**config.mk**
```make
export PLATFORM = sky130hd
export DESIGN_NAME = fpdiv_multi_ch_arb
export DESIGN_NICKNAME = d
export VERILOG_FILES = /design/src/rtl/fpdiv_multi_ch_pkg.sv /design/src/rtl/fpdiv_tag_fifo.sv /design/src/rtl/fpdiv_multi_ch_arb.sv
export SDC_FILE = /design/constraint.sdc
export NUM_CORES = 1
export LEC_CHECK = 0
export CORE_AREA = 2 2 404 406
export CTS_CLUSTER_SIZE = 14
export DETAILED_ROUTE_END_ITERATION = 12
export DIE_AREA = 0 0 406 408
export PLACE_DENSITY = 0.3
export SKIP_LAST_GASP = 1
export SLEW_MARGIN = 20
export SYNTH_ARGS = -nofsm -noshare
export SYNTH_HDL_FRONTEND = slang
export SYNTH_SLANG_ARGS = --single-unit
```
**constraint.sdc**
```tcl
create_clock -name clk -period 5.37 [get_ports clk]
set_input_delay 1.074 -clock clk [delete_from_list [all_inputs] [get_ports clk]]
set_output_delay 1.074 -clock clk [all_outputs]
set_load 0.01 [all_outputs]
```
**src/rtl/fpdiv_multi_ch_pkg.sv**
```systemverilog
// Shared constants for the multi-channel divider front-end.
// Field widths, rounding-mode encodings and tag width helper.
package fpdiv_multi_ch_pkg;

    localparam int FP_FMT_W = 2;
    localparam int RM_W     = 3;
    localparam int FP_W     = 64;
    localparam int FFLAGS_W = 5;

    localparam logic [RM_W-1:0] RM_RNE = 3'b000;
    localparam logic [RM_W-1:0] RM_RTZ = 3'b001;
    localparam logic [RM_W-1:0] RM_RDN = 3'b010;
    localparam logic [RM_W-1:0] RM_RUP = 3'b011;
    localparam logic [RM_W-1:0] RM_RMM = 3'b100;

    // Channel tag width; never below one bit.
    function automatic int tag_width(input int n);
        return (n > 1) ? $clog2(n) : 1;
    endfunction

endpackage

```
**src/rtl/fpdiv_tag_fifo.sv**
```systemverilog
// In-order tag FIFO: records issuing channel per in-flight op.
// Ports: clk, rst, flush, push/din, pop, full, empty, count, head.
module fpdiv_tag_fifo #(
    parameter  int DEPTH = 2,
    parameter  int WIDTH = 2,
    localparam int CNT_W = $clog2(DEPTH + 1),
    localparam int PTR_W = (DEPTH > 1) ? $clog2(DEPTH) : 1
) (
    input  logic             clk,
    input  logic             rst,
    input  logic             flush,
    input  logic             push,
    input  logic [WIDTH-1:0] din,
    input  logic             pop,
    output logic             full,
    output logic             empty,
    output logic [CNT_W-1:0] count,
    output logic [WIDTH-1:0] head
);

    logic [WIDTH-1:0] mem [DEPTH];
    logic [PTR_W-1:0] wr_ptr;
    logic [PTR_W-1:0] rd_ptr;
    logic             do_push;
    logic             do_pop;

    // Pointers wrap modulo DEPTH, which need not be a power of two.
    function automatic logic [PTR_W-1:0] nxt(input logic [PTR_W-1:0] p);
        return (p == PTR_W'(DEPTH - 1)) ? '0 : p + PTR_W'(1);
    endfunction

    assign full    = (count == CNT_W'(DEPTH));
    assign empty   = (count == '0);
    assign head    = mem[rd_ptr];
    assign do_push = push && !full;
    assign do_pop  = pop && !empty;

    always_ff @(posedge clk) begin
        if (do_push) begin
            mem[wr_ptr] <= din;
        end
    end

    always_ff @(posedge clk) begin
        if (rst || flush) begin
            wr_ptr <= '0;
            rd_ptr <= '0;
            count  <= '0;
        end else begin
            if (do_push) begin
                wr_ptr <= nxt(wr_ptr);
            end
            if (do_pop) begin
                rd_ptr <= nxt(rd_ptr);
            end
            unique case ({do_push, do_pop})
                2'b10:   count <= count + CNT_W'(1);
                2'b01:   count <= count - CNT_W'(1);
                default: count <= count;
            endcase
        end
    end

endmodule

```
**src/rtl/fpdiv_multi_ch_arb.sv**
```systemverilog
// Round-robin N-channel front-end sharing one fpdiv_scalar_r64.
// Ports: ch_* requester side, div_* divider side, flush_i, status.
// Optional FPDIV_MULTI_CH_ARB_PERF_CNT_EN adds per-channel
// perf_done_cnt_o / perf_stall_cnt_o saturating counters.
module fpdiv_multi_ch_arb
    import fpdiv_multi_ch_pkg::*;
#(
    parameter int NUM_CH          = 4,
    parameter int MAX_OUTSTANDING = 2,
    parameter int TAG_W           = tag_width(NUM_CH)
) (
    input  logic                         clk,
    input  logic                         rst,
    input  logic                         flush_i,
    input  logic [NUM_CH-1:0]            ch_start_valid_i,
    output logic [NUM_CH-1:0]            ch_start_ready_o,
    input  logic [FP_FMT_W*NUM_CH-1:0]   ch_fp_format_i,
    input  logic [FP_W*NUM_CH-1:0]       ch_opa_i,
    input  logic [FP_W*NUM_CH-1:0]       ch_opb_i,
    input  logic [RM_W*NUM_CH-1:0]       ch_rm_i,
    output logic [NUM_CH-1:0]            ch_finish_valid_o,
    input  logic [NUM_CH-1:0]            ch_finish_ready_i,
    output logic [FP_W*NUM_CH-1:0]       ch_res_o,
    output logic [FFLAGS_W*NUM_CH-1:0]   ch_fflags_o,
    output logic                         div_start_valid_o,
    input  logic                         div_start_ready_i,
    output logic [FP_FMT_W-1:0]          div_fp_format_o,
    output logic [FP_W-1:0]              div_opa_o,
    output logic [FP_W-1:0]              div_opb_o,
    output logic [RM_W-1:0]              div_rm_o,
    output logic                         div_flush_o,
    input  logic                         div_finish_valid_i,
    output logic                         div_finish_ready_o,
    input  logic [FP_W-1:0]              div_res_i,
    input  logic [FFLAGS_W-1:0]          div_fflags_i,
    output logic [$clog2(MAX_OUTSTANDING+1)-1:0] outstanding_o,
`ifdef FPDIV_MULTI_CH_ARB_PERF_CNT_EN
    output logic [32*NUM_CH-1:0]         perf_done_cnt_o,
    output logic [32*NUM_CH-1:0]         perf_stall_cnt_o,
`endif
    output logic                         orphan_err_o
);

    logic [TAG_W-1:0] rr_ptr;
    logic [TAG_W-1:0] grant;
    logic [TAG_W-1:0] head;
    logic             any_valid;
    logic             fifo_full;
    logic             fifo_empty;
    logic             can_issue;
    logic             issue_hs;
    logic             head_ok;
    logic             pop;
    int               idx;

    // Scan from rr_ptr, wrapping, and take the first valid channel.
    always_comb begin
        grant     = '0;
        any_valid = 1'b0;
        idx       = 0;
        for (int i = 0; i < NUM_CH; i++) begin
            idx = int'(rr_ptr) + i;
            if (idx >= NUM_CH) begin
                idx = idx - NUM_CH;
            end
            if (!any_valid && ch_start_valid_i[idx]) begin
                any_valid = 1'b1;
                grant     = TAG_W'(idx);
            end
        end
    end

    // Reset gates the combinational handshakes so nothing leaks out.
    assign can_issue = any_valid && !fifo_full && !flush_i && !rst;
    assign issue_hs  = can_issue && div_start_ready_i;
    assign head_ok   = !fifo_empty && !flush_i && !rst;

    assign div_start_valid_o = can_issue;
    assign div_fp_format_o   = ch_fp_format_i[int'(grant)*FP_FMT_W +: FP_FMT_W];
    assign div_opa_o         = ch_opa_i[int'(grant)*FP_W +: FP_W];
    assign div_opb_o         = ch_opb_i[int'(grant)*FP_W +: FP_W];
    assign div_rm_o          = ch_rm_i[int'(grant)*RM_W +: RM_W];
    assign div_flush_o       = flush_i;

    assign div_finish_ready_o = head_ok && ch_finish_ready_i[head];
    assign pop                = div_finish_valid_i && div_finish_ready_o;

    always_comb begin
        ch_start_ready_o  = '0;
        ch_finish_valid_o = '0;
        for (int c = 0; c < NUM_CH; c++) begin
            ch_start_ready_o[c]  = issue_hs && (grant == TAG_W'(c));
            ch_finish_valid_o[c] = head_ok && div_finish_valid_i
                                   && (head == TAG_W'(c));
        end
    end

    assign ch_res_o    = {NUM_CH{div_res_i}};
    assign ch_fflags_o = {NUM_CH{div_fflags_i}};

    fpdiv_tag_fifo #(
        .DEPTH (MAX_OUTSTANDING),
        .WIDTH (TAG_W)
    ) u_tag_fifo (
        .clk   (clk),
        .rst   (rst),
        .flush (flush_i),
        .push  (issue_hs),
        .din   (grant),
        .pop   (pop),
        .full  (fifo_full),
        .empty (fifo_empty),
        .count (outstanding_o),
        .head  (head)
    );

    always_ff @(posedge clk) begin
        if (rst) begin
            rr_ptr       <= '0;
            orphan_err_o <= 1'b0;
        end else begin
            if (issue_hs) begin
                rr_ptr <= (grant == TAG_W'(NUM_CH - 1))
                          ? '0 : grant + TAG_W'(1);
            end
            if (div_finish_valid_i && fifo_empty) begin
                orphan_err_o <= 1'b1;
            end
        end
    end

`ifdef FPDIV_MULTI_CH_ARB_PERF_CNT_EN
    for (genvar c = 0; c < NUM_CH; c++) begin : g_perf
        logic [31:0] done_cnt;
        logic [31:0] stall_cnt;

        always_ff @(posedge clk) begin
            if (rst) begin
                done_cnt  <= '0;
                stall_cnt <= '0;
            end else begin
                if (ch_finish_valid_o[c] && ch_finish_ready_i[c]
                    && (done_cnt != '1)) begin
                    done_cnt <= done_cnt + 32'd1;
                end
                if (ch_start_valid_i[c] && !ch_start_ready_o[c]
                    && (stall_cnt != '1)) begin
                    stall_cnt <= stall_cnt + 32'd1;
                end
            end
        end

        assign perf_done_cnt_o[c*32 +: 32]  = done_cnt;
        assign perf_stall_cnt_o[c*32 +: 32] = stall_cnt;
    end
`endif

endmodule

```
==> flow_metrics.env, run 1 <==
export IMPL_yosysWarningCount=0
export IMPL_start_kind="input pin"
export IMPL_whs_path_depth=2
export IMPL_ys_flop_type="dfxtp_1"
export IMPL_fin_crit_sh=0.9385
export IMPL_grt_overflow_total=0
export IMPL_syn_num_nets=1432
export IMPL_holdBufCountCts=0
export IMPL_grtUsageMet2=0.1476
export IMPL_dp_hpwl_um=64740
export IMPL_skew_ns=0.002259
export IMPL_antenna_found_initial=29
export IMPL_muxShareOfSynthArea=0.5651
export IMPL_synth_simple_area_share=0.03408
export IMPL_nNetsFinal=1846
export IMPL_use_met3=0.04226
export IMPL_path_clk_slew_ns=0.05
export IMPL_min_to="orphan_err_o"
export IMPL_syn2layout_area_growth_pct=115.9
export IMPL_grt_util_met1=0.07939
export IMPL_avgSynthCellArea_um2=8.715
export IMPL_yosysUniqueCellTypes=34
export IMPL_synth_edff_count=4
export IMPL_routabilityCongestion=0.8353
export IMPL_hold_start="orphan_err_o"
export IMPL_place_inst=3397
export IMPL_viasPerCell=2.150
export IMPL_worst_skew_pair_late_latency_ns=0.25
export IMPL_wirelength_um=69340
export IMPL_grt_pass1_vias=7868
export IMPL_timing_rr_end="u_tag_fifo.count[1]"
export IMPL_ctsHtreeMaxLevel=1
export IMPL_postCtsSetupBuffers=0
export IMPL_num_vias=7317
export IMPL_fin_tns_setup_ns=0
export IMPL_drt_pass1_iter_count=4
export IMPL_power_w=0.001829
export IMPL_p_leak_nw=4.970
export IMPL_r2r_start="u_tag_fifo.mem[1][1]"
export IMPL_path_class="in -> out"
export IMPL_top_usage_layer="met2"
export IMPL_critPathSlowestCell="clkdlybuf4s50_1"
export IMPL_async_flop_share=0
export IMPL_cts_tree="built"
export IMPL_drtIter0Drc=204
export IMPL_netlist_area_um2=7086
export IMPL_post_route_util=0.09462
export IMPL_cp_arrival_ns=3.97
export IMPL_ys_ff_latch=12
export IMPL_setup_viol=0
export IMPL_numCtsBuffers=3
export IMPL_ys_seq_area_frac=0.03956
export IMPL_ios=1037
export IMPL_vdd_drop_max_mv=0.07252
export IMPL_ant_nets=0
export IMPL_cts_root_buf="clkbuf_16"
export IMPL_grtUsageTotal=0.07891
export IMPL_port_buffers=691
export IMPL_core_area_um2=161700
export IMPL_final_common_cell="clkdlybuf4s50_1"
export IMPL_cts_resized=0
export IMPL_rows=148
export IMPL_drt_drc_violations_left=0
export IMPL_synth_top_family_by_area="multiplexers"
export IMPL_r2r_setup_slack_ns=2.93
export IMPL_die_y_um=408
export IMPL_fp_dieW_um=406
export IMPL_placed_cell_area_um2=15210
export IMPL_slew_violations=0
export IMPL_clock_path_buffers=2
export IMPL_synthXorXnorAreaFrac=0.003708
export IMPL_slew_headroom=0.6062
export IMPL_crit_path_end_kind="output port"
export IMPL_rsz0062_at_grt="no"
export IMPL_hold_class="reg -> reg"
export IMPL_tightest_slew_ns=0.5743
export IMPL_worst_r2r_cell_count=7
export IMPL_grt_pass1_wl_um=84490
export IMPL_drive_gt1_frac=0.07749
export IMPL_hold_viol=0
export IMPL_synth_compound_area_frac=0.01695
export IMPL_fin_area_um2=15300
export IMPL_clock_sinks=12
export IMPL_crit_fanout=30
export IMPL_power_density_nw_per_um2=119.6
export IMPL_drv_cap=0
export IMPL_fmax_mhz=198.4
export IMPL_worstPathRequired_ns=4.30
export IMPL_grt_max_degree=36
export IMPL_stdcell_count=3404
export IMPL_slowest_delay_ns=0.62
export IMPL_synth_fa_ha_area_frac=0.008829
export IMPL_path_cells="clkdlybuf4s50_1 > a21oi_1 > o21a_1 > o22ai_2 > inv_8 > buf_12 > mux2i_1 > mux2i_1 > clkdlybuf4s50_1"
export IMPL_status="finished clean"
export IMPL_syn_inst=813
export IMPL_initial_core_util=0.04383
export IMPL_dieArea_um2=165600
export IMPL_final_cell_mix="clkdlybuf4s50_1, mux2i_1, buf_12, buf_4, nor2_1"
export IMPL_wl_per_cell_um=20.37
export IMPL_period_minus_slack_ns=5.040
==> how the worst max path moves through the flow <==
stage	slack [ns]	from	endpoint	cells past startpoint
6_report	0.33	ch_start_valid_i[0]	div_opb_o[6]	9
5_1_grt	0.16	ch_start_valid_i[0]	div_opb_o[6]	9
4_1_cts	0.28	ch_start_valid_i[0]	div_opb_o[6]	9
3_5_place_dp	0.30	ch_start_valid_i[0]	div_opb_o[30]	9
3_3_place_gp	0.29	ch_start_valid_i[0]	div_opb_o[46]	9
2_1_floorplan	1.85	ch_start_valid_i[2]	ch_start_ready_o[2]	9
==> final cells by class <==
type	count	area [um2]
diodes	3	7.507
multi-input cells	471	4459
well taps	2175	2721
inverters	7	33.78
fillers	18740	146400
repair buffers	732	7715
flip-flops and latches	12	280.3
clock buffers	4	78.83
==> sequential cells by signal, indices dropped and copies added (netlist names), named ones only <==
name and cells:
orphan_err_o 1, u_tag_fifo.mem 4, rr_ptr 2, u_tag_fifo.wr_ptr 1, u_tag_fifo.rd_ptr 1, u_tag_fifo.count 2
==> cells by family (layout without fill, tap and decap cells) <==
logic type                 Yosys count  count (layout)
AOI/OAI and AO/OA                   19              19
and+or+nand+nor                     44              44
buffers and inverters              330             743
xor gates and xnor gates             3               3
DFF                                 12              12
muxes                              400             400
adders and majority gates            5               5
other                                0               3
==> Yosys cell counts (all sizes together), types with 2 or more instances <==
cell type / number / area share
nor3b: 2 / 0.0021
a32oi: 2 / 0.0025
and3: 5 / 0.0044
nor2: 16 / 0.0085
inv: 7 / 0.0037
nor3: 4 / 0.0044
edfxtp: 4 / 0.017
dfxtp: 8 / 0.023
or3: 3 / 0.0026
o21ai: 2 / 0.0014
ha: 5 / 0.0088
buf: 322 / 0.33
mux2i: 400 / 0.57
nand2: 6 / 0.0032
nor2b: 2 / 0.0018
xnor2: 2 / 0.0025
a21oi: 10 / 0.0071
nor4bb: 2 / 0.0028
==> per-layer routing <==
| metal | part of all wire | vias to the layer above |
|---|---|---|
| met3 | 0.12 | 74 |
| met2 | 0.52 | 538 |
| met5 | 0.0045 | - |
| met1 | 0.35 | 3250 |
| met4 | 0.0081 | 46 |
| li1 | - | 3409 |
==> stage by stage <==
step,hold slack [ns],setup slack (ns)
6_report,0.4819,0.3302
5_1_grt,0.5381,0.1598
4_1_cts,0.5017,0.2775
3_5_place_dp,0.4883,0.2994
3_3_place_gp,0.4897,0.2916
2_1_floorplan,0.4392,1.852
==> worst max-delay path: cells and delay by family <==
kind | cells | cell delay [ns]
multiplexers | 2 | 0.52
buffers and inverters | 4 | 1.66
AO/OA/AOI/OAI | 3 | 0.60
==> report_power, final <==
| part | switching, W | leakage (nW) | internal (W) |
|---|---|---|---|
| Combinational | 0.000670 | 4.83 | 0.000913 |
| Clock | 0.0000456 | 0.0382 | 0.000101 |
| Sequential | 0.00000260 | 0.102 | 0.0000967 |
Power figures use the tool's default switching activity.
==> inputs of run 2 (changes only) <==
- SETUP_SLACK_MARGIN: unset -> 0.02
==> results of run 2 <==
No change in the layout: final DEF, timing and power equal those of run 1.
==> inputs of run 3 (changes only) <==
- CORE_AREA: 2 2 404 406 -> 3 3 405 407
- DIE_AREA: 0 0 406 408 -> 0 0 408 410
==> run 3 against run 2 <==
Sequential power barely moved. Wire length rose by 6.0%. Hold slack got worse by 0.0086 ns. Global-route usage rose by 0.36 points.
==> flow_metrics.env, run 3 (synthesis gave the netlist of run 1 again) <==
export IMPL_rows=147
export IMPL_fin_area_um2=15260
export IMPL_dp_hpwl_um=69030
export IMPL_skew_ns=0.004225
export IMPL_fin_tns_setup_ns=0
export IMPL_clock_sinks=12
export IMPL_wirelength_um=73470
export IMPL_stdcell_count=3392
export IMPL_dieArea_um2=167300
export IMPL_drtIter0Drc=188
export IMPL_fin_crit_sh=0.9577
export IMPL_worst_r2r_cell_count=8
export IMPL_ios=1037
export IMPL_numCtsBuffers=3
export IMPL_r2r_setup_slack_ns=3.19
export IMPL_vdd_drop_max_mv=0.06780
export IMPL_drv_cap=0
export IMPL_viasPerCell=2.180
export IMPL_ctsHtreeMaxLevel=1
export IMPL_antenna_found_initial=43
export IMPL_ant_nets=0
export IMPL_reg_top3="u_tag_fifo.mem (4), rr_ptr (2), u_tag_fifo.count (2)"
export IMPL_placed_cell_area_um2=15150
export IMPL_drt_pass1_iter_count=4
export IMPL_tightest_slew_ns=0.6251
export IMPL_crit_fanout=25
export IMPL_path_clk_slew_ns=0.04
export IMPL_initial_core_util=0.04413
export IMPL_port_buffers=691
export IMPL_final_cell_mix="clkdlybuf4s50_1, mux2i_1, buf_12, buf_4, nor2_1"
export IMPL_clock_path_buffers=2
export IMPL_drt_drc_violations_left=0
export IMPL_die_y_um=410
export IMPL_path_class="in -> out"
export IMPL_setup_viol=0
export IMPL_final_common_cell="clkdlybuf4s50_1"
export IMPL_cp_endpoint="div_opa_o[55]"
export IMPL_cp_arrival_ns=4.07
export IMPL_slew_headroom=0.5714
export IMPL_cts_tree="built"
export IMPL_fmax_mhz=194.4
export IMPL_crit_path_end_kind="output port"
export IMPL_grt_pass1_wl_um=90160
export IMPL_whs_path_depth=2
export IMPL_grt_max_degree=50
export IMPL_hold_viol=0
export IMPL_cts_root_buf="clkbuf_16"
export IMPL_nNetsFinal=1842
export IMPL_regArea_um2=280.3
export IMPL_hold_class="reg -> reg"
export IMPL_place_inst=3378
export IMPL_fp_dieW_um=408
export IMPL_grt_overflow_total=0
export IMPL_drive_gt1_frac=0.07610
export IMPL_grt_pass1_vias=8193
export IMPL_worst_skew_pair_late_latency_ns=0.24
export IMPL_period_minus_slack_ns=5.143
export IMPL_post_route_util=0.09506
export IMPL_holdBufCountCts=0
export IMPL_power_density_nw_per_um2=120.2
export IMPL_routabilityCongestion=0.8376
export IMPL_start_kind="input pin"
export IMPL_p_leak_nw=4.952
export IMPL_grtUsageTotal=0.08250
export IMPL_rsz0062_at_grt="no"
export IMPL_worstPathRequired_ns=4.30
export IMPL_r2r_start="rr_ptr[1]"
export IMPL_timing_rr_end="rr_ptr[0]"
export IMPL_nFillCells=18620
export IMPL_crit_start="ch_start_valid_i[1]"
export IMPL_wl_per_cell_um=21.66
export IMPL_multi_input_area_um2=4467
export IMPL_largest_reg_flops=4
export IMPL_top_register="u_tag_fifo.mem"
export IMPL_power_w=0.001834
export IMPL_num_vias=7395
export IMPL_status="finished clean"
export IMPL_postCtsSetupBuffers=0
export IMPL_slew_violations=0
export IMPL_syn2layout_area_growth_pct=115.4
export IMPL_core_area_um2=160600
## run 3: cell types whose count changed in the layout (fill, tap and decap cells not counted)
cell     delta
buf_4       -4
mux2i_2     +2
diode_2     +7
mux2i_1     -2
buf_12      -1
buf_6       +1
## run 3: what timing repair did
action / CTS / global route
hold endpoints to repair: 0 / 0
endpoints found under the setup margin: 2 / 2
gates resized for setup: 2 / 1
## run 3: stage by stage
step	worst slack, ns	hold WS [ns]
6_report	0.2272	0.4733
5_1_grt	0.06589	0.5174
4_1_cts	0.03830	0.4717
3_5_place_dp	-0.1107	0.4647
3_3_place_gp	-0.1172	0.4663
2_1_floorplan	1.852	0.4392
## run 3: critical path, cell delays in order
cell,delay (ns)
clkdlybuf4s50_1,0.65
a21oi_1,0.10
o21a_1,0.19
o22ai_2,0.31
inv_8,0.14
buf_12,0.19
buf_6,0.25
buf_4,0.23
mux2i_1,0.15
mux2i_2,0.39
buf_4,0.21
buf_12,0.09
## run 3: worst min path at each step
stage	from	to
after floorplan	rr_ptr[0]	rr_ptr[0]
after global placement	rr_ptr[0]	rr_ptr[0]
after detailed placement	rr_ptr[0]	rr_ptr[0]
after CTS	rr_ptr[0]	rr_ptr[0]
after global routing	rr_ptr[0]	rr_ptr[0]
final	rr_ptr[0]	rr_ptr[0]
## run 3: power by group
group | internal [W] | switching [W]
clock | 0.0000997 | 0.0000369
combinational | 0.000914 | 0.000684
sequential | 0.0000968 | 0.00000246
## run 3: final cells by class
| class | instances | share of cell area |
|---|---|---|
| Inverter | 7 | 0.002213 |
| Multi-Input combinational cell | 471 | 0.2926 |
| Timing Repair Buffer | 728 | 0.5029 |
| Antenna cell | 10 | 0.001639 |
| Clock buffer | 4 | 0.005164 |
| Tap cell | 2160 | 0.1771 |
| Sequential cell | 12 | 0.01836 |
## run 3: metal layers
metal / global-route usage / vias to the layer above / routed length (um)
met5: 0 / - / 242
met2: 0.1507 / 561 / 37210
met1: 0.08227 / 3296 / 25380
li1: - / 3418 / -
met3: 0.04668 / 84 / 9232
met4: 0.01332 / 36 / 1411
